File: src/rtl/multicycle_controller.sv
// Multicycle MIPS control FSM: sequences fetch/decode/execute over one
// shared memory and ALU, flags illegal opcodes, counts retirements.
module multicycle_controller #(
  parameter int ICOUNT_W = 16
) (
  input  logic                clk,
  input  logic                reset_n,
  input  logic [5:0]          op,
  input  logic [5:0]          funct,
  input  logic                zero,
  input  logic                mem_ready,
  output logic                iord,
  output logic                irwrite,
  output logic                pcen,
  output logic                alusrca,
  output logic [1:0]          alusrcb,
  output logic [1:0]          pcsrc,
  output logic                regdst,
  output logic                memtoreg,
  output logic                regwrite,
  output logic                memwrite,
  output logic [2:0]          alucontrol,
  output logic [3:0]          state,
  output logic                illegal,
  output logic [ICOUNT_W-1:0] retired
);

  typedef enum logic [3:0] {
    FETCH  = 4'd0,
    DECODE = 4'd1,
    MEMADR = 4'd2,
    MEMRD  = 4'd3,
    MEMWB  = 4'd4,
    MEMWR  = 4'd5,
    EXEC   = 4'd6,
    ALUWB  = 4'd7,
    BRANCH = 4'd8,
    ADDIEX = 4'd9,
    ADDIWB = 4'd10,
    JUMP   = 4'd11
  } state_e;

  localparam logic [5:0] OP_R    = 6'b000000;
  localparam logic [5:0] OP_LW   = 6'b100011;
  localparam logic [5:0] OP_SW   = 6'b101011;
  localparam logic [5:0] OP_BEQ  = 6'b000100;
  localparam logic [5:0] OP_ADDI = 6'b001000;
  localparam logic [5:0] OP_J    = 6'b000010;

  localparam logic [2:0] ALU_ADD = 3'b010;
  localparam logic [2:0] ALU_SUB = 3'b110;
  localparam logic [2:0] ALU_AND = 3'b000;
  localparam logic [2:0] ALU_OR  = 3'b001;
  localparam logic [2:0] ALU_SLT = 3'b111;

  state_e                state_q, state_d;
  logic                  illegal_q, illegal_d;
  logic [ICOUNT_W-1:0]   retired_q, retired_d;
  logic                  retire;
  logic                  funct_ok;
  logic [2:0]            funct_alu;

  always_comb begin
    funct_ok  = 1'b1;
    funct_alu = ALU_ADD;
    unique case (funct)
      6'b100000: funct_alu = ALU_ADD;
      6'b100010: funct_alu = ALU_SUB;
      6'b100100: funct_alu = ALU_AND;
      6'b100101: funct_alu = ALU_OR;
      6'b101010: funct_alu = ALU_SLT;
      default:   funct_ok  = 1'b0;
    endcase
  end

  always_comb begin
    state_d    = state_q;
    illegal_d  = illegal_q;
    retire     = 1'b0;
    iord       = 1'b0;
    irwrite    = 1'b0;
    pcen       = 1'b0;
    alusrca    = 1'b0;
    alusrcb    = 2'b00;
    pcsrc      = 2'b00;
    regdst     = 1'b0;
    memtoreg   = 1'b0;
    regwrite   = 1'b0;
    memwrite   = 1'b0;
    alucontrol = ALU_ADD;
    unique case (state_q)
      FETCH: begin
        alusrcb = 2'b01;
        irwrite = mem_ready;
        pcen    = mem_ready;
        if (mem_ready) state_d = DECODE;
      end
      DECODE: begin
        alusrcb = 2'b11;
        unique case (1'b1)
          (op == OP_LW) || (op == OP_SW): state_d = MEMADR;
          (op == OP_R) && funct_ok:       state_d = EXEC;
          (op == OP_BEQ):                 state_d = BRANCH;
          (op == OP_ADDI):                state_d = ADDIEX;
          (op == OP_J):                   state_d = JUMP;
          default: begin
            illegal_d = 1'b1;
            state_d   = FETCH;
          end
        endcase
      end
      MEMADR: begin
        alusrca = 1'b1;
        alusrcb = 2'b10;
        state_d = (op == OP_SW) ? MEMWR : MEMRD;
      end
      MEMRD: begin
        iord = 1'b1;
        if (mem_ready) state_d = MEMWB;
      end
      MEMWB: begin
        memtoreg = 1'b1;
        regwrite = 1'b1;
        retire   = 1'b1;
        state_d  = FETCH;
      end
      MEMWR: begin
        iord     = 1'b1;
        memwrite = 1'b1;
        if (mem_ready) begin
          retire  = 1'b1;
          state_d = FETCH;
        end
      end
      EXEC: begin
        alusrca    = 1'b1;
        alucontrol = funct_alu;
        state_d    = ALUWB;
      end
      ALUWB: begin
        regdst   = 1'b1;
        regwrite = 1'b1;
        retire   = 1'b1;
        state_d  = FETCH;
      end
      BRANCH: begin
        alusrca    = 1'b1;
        alucontrol = ALU_SUB;
        pcsrc      = 2'b01;
        pcen       = zero;
        retire     = 1'b1;
        state_d    = FETCH;
      end
      ADDIEX: begin
        alusrca = 1'b1;
        alusrcb = 2'b10;
        state_d = ADDIWB;
      end
      ADDIWB: begin
        regwrite = 1'b1;
        retire   = 1'b1;
        state_d  = FETCH;
      end
      JUMP: begin
        pcsrc   = 2'b10;
        pcen    = 1'b1;
        retire  = 1'b1;
        state_d = FETCH;
      end
      default: state_d = FETCH;
    endcase
    // no architectural side effects may leak while reset is held
    if (!reset_n) begin
      irwrite  = 1'b0;
      pcen     = 1'b0;
      regwrite = 1'b0;
      memwrite = 1'b0;
    end
    retired_d = retired_q + ICOUNT_W'(retire);
  end

  always_ff @(posedge clk or negedge reset_n) begin
    if (!reset_n) begin
      state_q   <= FETCH;
      illegal_q <= 1'b0;
      retired_q <= '0;
    end else begin
      state_q   <= state_d;
      illegal_q <= illegal_d;
      retired_q <= retired_d;
    end
  end

  assign state   = state_q;
  assign illegal = illegal_q;
  assign retired = retired_q;

endmodule
File: config.mk
export PLATFORM = sky130hd
export DESIGN_NAME = multicycle_controller
export DESIGN_NICKNAME = d
export VERILOG_FILES = /design/src/rtl/multicycle_controller.sv
export SDC_FILE = /design/constraint.sdc
export NUM_CORES = 1
export LEC_CHECK = 0
export ABC_AREA = 1
export BUFFER_PORTS_ARGS = -buffer_cell sky130_fd_sc_hd__buf_2
export CORE_ASPECT_RATIO = 0.8
export CORE_UTILIZATION = 48
export CTS_CLUSTER_DIAMETER = 40
export DETAILED_ROUTE_END_ITERATION = 10
export HOLD_SLACK_MARGIN = 0.05
export PLACE_DENSITY_LB_ADDON = 0.3
export SLEW_MARGIN = 20
export SYNTH_ARGS = -nofsm -noshare
export SYNTH_HDL_FRONTEND = slang
export SYNTH_SLANG_ARGS = --single-unit
export TNS_END_PERCENT = 100
File: constraint.sdc
create_clock -name clk -period 2.7 [get_ports clk]
set_input_delay 0.54 -clock clk [delete_from_list [all_inputs] [get_ports clk]]
set_output_delay 0.54 -clock clk [all_outputs]
set_load 0.005 [all_outputs]
Word-level counts from Yosys, hierarchy flattened --
Index checks and enable logic that the tools add are counted.
Storage, ports and cells: bits in read-only memories 0, memories kept 0, input bits 16, logic and storage cells 67, bits in registers 21, output and inout bits 36, bits in writable memories 0, bits in latches 0
Operators by class: reductions and logical operators 13, shifts and indexed selects 0, $add $sub $neg 1, magnitude comparators 0, div/mod/pow operators 0, bitwise operators 1, muxes and demuxes 25, multiply operators 0, equal/unequal tests 24
Operators with widths (number):
- $eq 6x6->1 const B | 7
- $pmux 4 s7 | 1
- $pmux 4 s5 | 1
- $add 16x1->16 | 1
- $eq 4x3->1 const B | 4
- $eq 4x4->1 const B | 4
- $reduce_or 5->1 | 3
- $mux 1 | 13
- $mux 4 | 3
- $pmux 3 s4 | 1
- $eq 4x2->1 const B | 2
- $eq 6x2->1 const B | 1
- $eq 6x3->1 const B | 1
- $eq 6x4->1 const B | 1
- $logic_not 6->1 | 1
- $ne 2x2->1 const B | 3
- $pmux 2 s3 | 1
- $pmux 3 s2 | 1
- $eq 4x1->1 const B | 1
- $logic_not 4->1 | 1
- $pmux 2 s2 | 1
- $reduce_or 2->1 | 2
- $reduce_or 4->1 | 1
- $mux 3 | 1
- 8 further kinds | 8

Logic depth before layout (Yosys ltp) --
Gate-level depths: netlist of run 1.
depth after elaboration 7, depth in mapped cells 13

Least setup slack after synthesis of run 1 --
OpenSTA, ideal clock, no wires.
path type register to register, start point reg state_q[3], in the netlist state[3], end point reg retired_q[12], in the netlist retired[12], setup slack 0.622 ns, data required time 2.621 ns, path buffers 0, cell stages (with the launch flop) 14, library setup time 0.079 ns, arrival time 1.999 ns, cells stage by stage dfrtp_1 > inv_1 > nor2_1 > inv_1 > nor2_1 > nor4_1 > o21ai_1 > ha_1 > ha_1 > nand3_2 > nor3_4 > nand2_2 > nor3_2 > xor2_1
Between the ends: word-level cells in the longest chain between the ends 4, elaborated cells between the ends (all ways) 9, those cells by class 1 x add/sub; 6 x eq/ne; 1 x mux; 1 x reduce/logical
RTL lines:
- from (decl) | RTL line 56 | state_e state_q, state_d;
- from (signal assigned) | RTL line 188 | state_q <= state_d;
- $eq 4x4->1 or $eq 4x3->1 (tied branches) | RTL line 91 | unique case (state_q)
- $reduce_or 5->1 (no source line)
- $pmux 1 s2 (*) | RTL line 91
- $add 16x1->16 (*) | RTL line 179 | retired_d = retired_q + ICOUNT_W'(retire);
- via retired_d[12] | RTL line 58 | logic [ICOUNT_W-1:0] retired_q, retired_d;
- to (signal assigned) | RTL line 190 | retired_q <= retired_d;
- to (decl) | RTL line 58
The timed path passes the listed nets; every way through them passes the cells marked *. A chain may end at the register's enable or synchronous reset.

Worst setup path in the final report of run 1 --
start point reg state_q[0], in the netlist state[0], end point reg retired_q[12], in the netlist retired[12]
The elaborated chain is that of the path after synthesis.

==> results.toml, run 1 <==
[cells_and_area]
layout-drive-gt1-share_pct = 35.7
area_growth_pct = 24.7
diodes = 0
final_cells = 266
finish.net_count = 249
finalInstanceArea_mm2 = 0.00169

[critical_path]
cp-start-kind = "flop"
critPathTopFamily = "simple AND/OR/NAND/NOR gates"
rr_endpoint = "retired[12]"
crit_path_frequent_cell = "ha_1"
rr_worst_depth = 12
cp_cell_sequence = "nor2_1 > inv_2 > nor2_2 > nor4_1 > o21ai_1 > ha_1 > ha_1 > nand3_2 > nor3_4 > nand2_2 > nor3_2 > xor2_1"
cp.required_ns = 2.93
cp_num_buf_inv = 1
slowest_stage = "dfrtp_1"
timing.rr.start = "state[0]"
path_class = "reg2reg"
r2r_slack_ns = 0.37
max_stage_delay_ns = 0.49
arrival_ns = 2.56
end_kind = "flop"
worstPathMaxFanout = 8

[synthesis]
ys.flop_type = "dfrtp_1"
ys_warn_count = 0
ys_ff_latch = 21
ys_seq_area_share_pct = 38.7
synth_top_area_share_pct = 38.7
synth.largest_area_cell = "dfrtp_1"
synth_cell_types = 26
synth.net_count = 192
synth_area_mm2 = 0.00136
yosysMostFrequentCell = "nand2_1"
synth_edf_count = 0
ys_top_cells_by_count = "28 x nand2_1, 24 x inv_1, 24 x nor2_1, 21 x dfrtp_1, 14 x nand3_1"
avgSynthCellArea_um2 = 7.80
ys_top_cells_by_area = "dfrtp_1 39%, nand2_1 7.7%, xor2_1 7.1%, inv_1 6.6%, nor2_1 6.6%"
ys_async_sr_fraction_pct = 100
syn_inst = 174

[status]
status = "finished clean"

[grt]
grt_max_degree = 22
grt_use_total_pct = 21.3
grt_overflow = 0
first_global_vias = 1148
grt_pass1_wl_mm = 4.91
antenna_found_initial = 0

[die]
die_h_um = 49.6
row_count = 16
initial_utilization_pct = 53.0
die_w_um = 61.5
io_pins = 52
die_area_mm2 = 0.00305
coreArea_mm2 = 0.00256

[power_and_ir_drop]
p_comb_share_pct = 43.1
vdd_drop_max_v = 0.000512
seqPwrFrac_pct = 44.0
clockPowerShare_pct = 12.9
p_sw_uw = 479
p_sw_share_pct = 43.1
power.density_mw_per_mm2 = 657
p_leak_uw = 0.000957
intPower_uw = 633

[detailed_routing]
drc_errors = 0
via_count = 1284
drtIter0Drc = 64
wl_mm = 2.88
ant_nets = 0
wl_per_cell_um = 10.8
viasPerCell = 4.83
first_pass_iters = 4

[placed_design]
io_buffers = 51
dp_hpwl_mm = 2.39
placed_area_mm2 = 0.00167
dp.cells = 262
place_ws_ns = 0.373
gp_congestion = 0.863

[sta]
max_freq_mhz = 429
period_minus_slack_ns = 2.33
relSlewSlack_pct = 81.1
skew_ns = 0.00186
setup_viol = 0
hold_viol = 0
tns_ns = 0
maxSlewViolCount = 0
rsz0062_at_grt = "false"
tightest_slew_ns = 0.283
fin_ws_ns = 0.368
period_share_pct = 86.4

[clock_network]
cts_inserted_buffers = 3
clkLatencyLatePin_ns = 0.30
cts.repair.resized = 0
postCtsSetupBuffers = 0
htreeDepth = 1
hold_buffers = 0
clock_sinks = 21
cts_buffer_depth = 2
cts_root_buffer = "clkbuf_4"
clk_pin_slew_ns = 0.11
cts_tree = "built"

[flow_run]
cap_violations = 0

[worst_hold_path]
hp-class = "in2async"
==> flip-flops by register name, summed over array words and instances, names as in the netlist <==
| signal | count |
|---|---|
| illegal | 1 |
| state | 4 |
| retired | 16 |
==> cell usage in the layout, fill, tap and decap left out, types with 2 or more instances in the layout <==
master / netlist / final
nand2_1: 28 / 28
nand2_2: 2 / 2
xnor2_1: 3 / 3
clkbuf_4: 0 / 3
nor2_2: 6 / 6
nand3_2: 2 / 2
nor3_1: 2 / 2
nand3_1: 14 / 14
ha_1: 2 / 2
nand4_1: 7 / 7
nor3_2: 3 / 3
nor2_1: 24 / 24
buf_2: 0 / 51
inv_1: 24 / 24
nor2_4: 2 / 2
nand3b_1: 2 / 2
inv_2: 7 / 7
o21ai_0: 3 / 3
dfrtp_1: 21 / 21
xor2_1: 11 / 11
o21ai_1: 4 / 4
==> area by class of cell <==
type	count	area, um^2
Fill cell	232	870
Inverter	31	116
Clock inverter	1	5.00
Clock buffer	3	22.5
Tap cell	36	45.0
Multi-Input combinational cell	122	716
Sequential cell	21	526
Timing Repair Buffer	52	263
==> cell families (layout without fill, tap and decap cells) <==
kind of cell    Yosys count  count (layout)  synth area share, %
simple gates             96              96                 37.5
xor+xnor                 14              14                 9.03
buf+inv                  31              87                 8.57
fa+ha+maj                 2               2                 1.84
flops                    21              21                 38.7
compound gates           10              10                 4.33
==> routing by layer <==
| layer | wire [um] | global-route usage [%] | vias up |
|---|---|---|---|
| li1 | - | - | 667 |
| met1 | 1480 | 32.5 | 575 |
| met2 | 1160 | 31.0 | 42 |
| met3 | 232 | 6.82 | 0 |
| met4 | 0 | 1.11 | 0 |
| met5 | 0 | 0 | - |
==> power by group through the flow <==
stage / sequential (uW) / combinational, uW / clock [uW]
floorplan: 487 / 288 / 0
global placement: 493 / 477 / 0
detailed placement: 493 / 479 / 0
CTS: 487 / 483 / 152
global route: 498 / 545 / 165
finish: 489 / 479 / 144
==> worst max path at each step <==
stage | start | to | slack (ns) | cells after the start
final | state[0] | retired[12] | 0.37 | 12
after global routing | state[3] | retired[12] | 0.04 | 13
after CTS | state[3] | retired[12] | 0.34 | 13
after detailed placement | state[3] | retired[12] | 0.37 | 13
after global placement | state[0] | retired[14] | 0.50 | 12
after floorplan | state[3] | retired[12] | 0.62 | 13
==> through the flow <==
step	hold WS (ns)	utilization [%]	total power (uW)
2_1_floorplan	0.244	-	775
3_5_place_dp	0.450	65.0	971
3_3_place_gp	0.447	65.0	969
5_1_grt	0.233	66.1	1210
4_1_cts	0.228	66.1	1120
6_report	0.229	66.1	1110
Power figures use the tool's default switching activity.
==> run 2, diff against run 1 <==
- ABC_AREA: 1 -> 0
- CORE_UTILIZATION: 48 -> 51
- clock period: 2.7 -> 3 ns (I/O delays scaled with it)
==> results.toml, run 2 <==
[status]
status = "finished clean"

[detailed_routing]
drc_errors = 0
wl_per_cell_um = 13.8
ant_nets = 0
drtIter0Drc = 61
wl_mm = 3.17
first_pass_iters = 4
via_count = 1256
viasPerCell = 5.46

[clock_network]
htreeDepth = 1
cts_tree = "built"
cts.repair.resized = 0
cts_buffer_depth = 2
hold_buffers = 0
clock_sinks = 21
clk_pin_slew_ns = 0.11
cts_inserted_buffers = 3
cts_root_buffer = "clkbuf_4"
clkLatencyLatePin_ns = 0.30
postCtsSetupBuffers = 0

[grt]
grt_use_total_pct = 24.0
antenna_found_initial = 0
grt_pass1_wl_mm = 4.88
use_met1_pct = 33.9
gr-usage-met2_pct = 39.3
grt_overflow = 0
grt_max_degree = 22
use_met3_pct = 5.79
first_global_vias = 1036
busiest_layer = "met2"

[sta]
maxSlewViolCount = 0
skew_ns = 0.00721
period_minus_slack_ns = 2.68
setup_viol = 0
hold_viol = 0
rsz0062_at_grt = "false"
hold_ws_ns = 0.298
period_share_pct = 89.3
relSlewSlack_pct = 61.4
tns_ns = 0
max_freq_mhz = 373
tightest_slew_ns = 0.579

[critical_path]
arrival_ns = 2.08
cp_num_buf_inv = 2
timing.rr.start = "state[2]"
cp_cell_sequence = "inv_1 > nand2_1 > or4b_1 > nand2b_1 > buf_2"
max_stage_delay_ns = 0.56
slowest_stage = "or4b_1"
cp.required_ns = 2.40
worstPathMaxFanout = 12
rr_endpoint = "retired[14]"
r2r_slack_ns = 0.71
path_class = "reg2out"
rr_worst_depth = 8
cp-start-kind = "flop"
end_kind = "output pin"
critPathTopFamily = "simple AND/OR/NAND/NOR gates"

[cells_and_area]
layout-drive-gt1-share_pct = 31.4
finish.net_count = 213
largest_register_ffs = 16
most-common-layout-cells = "51 x buf_2, 21 x dfrtp_1, 15 x nor2_1"
area_growth_pct = 23.0
diodes = 0
utilization_pct = 65.8
final_common_cell = "buf_2"

[synthesis]
synth.largest_area_cell = "dfrtp_1"
ys_top_cells_by_count = "21 x dfrtp_1, 15 x nor2_1, 13 x nand2_1, 13 x xnor2_1, 8 x nor3_1"
synth_top_area_share_pct = 40.2
synth_area_mm2 = 0.00131
ys_seq_area_share_pct = 40.2
ys_async_sr_fraction_pct = 100
syn_inst = 145
avgSynthCellArea_um2 = 9.01
ys_top_cells_by_area = "dfrtp_1 40%, xnor2_1 8.7%, nor2_1 4.3%, nand2_1 3.7%, nor3_1 3.1%"
synth_edf_count = 0
synth.net_count = 163
ys_warn_count = 0
ys_ff_latch = 21
synth_cell_types = 40
yosysMostFrequentCell = "dfrtp_1"
ys.flop_type = "dfrtp_1"

[power_and_ir_drop]
power.density_mw_per_mm2 = 516
p_leak_uw = 0.000795
vdd_drop_max_v = 0.000379
power_uw = 829

[die]
die_w_um = 58.6
coreArea_mm2 = 0.00244
io_pins = 52
die_area_mm2 = 0.00277
initial_utilization_pct = 53.5
die_h_um = 47.3
row_count = 16

[flow_run]
cap_violations = 0

[placed_design]
gp_congestion = 0.875
io_buffers = 51
dp_hpwl_mm = 2.51

[worst_hold_path]
hp-class = "in2async"
run 2: logic make-up after synthesis:
group           count (synthesis)  share of synthesized area (%)
simple gates                   72                           29.3
flops                          21                           40.2
compound gates                 20                           11.9
xor+xnor                       17                           11.4
buf+inv                        11                           3.74
mux                             2                           1.53
fa+ha+maj                       2                           1.92
run 2: worst max path at each step:
| stage | startpoint | to | cells past startpoint |
|---|---|---|---|
| 6_report | state[3] | alucontrol[1] | 5 |
| 2_1_floorplan | state[1] | retired[14] | 9 |
| 4_1_cts | state[2] | alucontrol[1] | 4 |
| 3_5_place_dp | state[2] | alucontrol[1] | 4 |
| 3_3_place_gp | state[1] | alucontrol[1] | 4 |
| 5_1_grt | state[2] | alucontrol[2] | 4 |
run 2: through the flow:
step           setup WS (ns)  area [um^2]  cells
2_1_floorplan          0.894         1310    145
3_3_place_gp           0.707         1580    226
3_5_place_dp           0.693         1580    226
4_1_cts                0.343         1610    230
5_1_grt                0.151         1610    230
6_report               0.320         1610    230
run 2: metal layers:
metal  up-vias  wire length, um
li1        617                -
met2        39             1490
met4         0                0
met1       600             1490
met3         0              185
met5         -                0
run 2: cell type report:
class,count,area [um^2]
fillers,222,836
multi-input cells,113,732
flip-flops and latches,21,526
repair buffers,52,263
well taps,36,45.0
clock buffers,4,26.3
inverters,4,15.0
run 2: power breakdown:
part	internal [uW]	total, uW	switching (uW)
combinational	136	287	152
clock	51.9	135	82.8
sequential	320	407	87.3
total	507	829	322
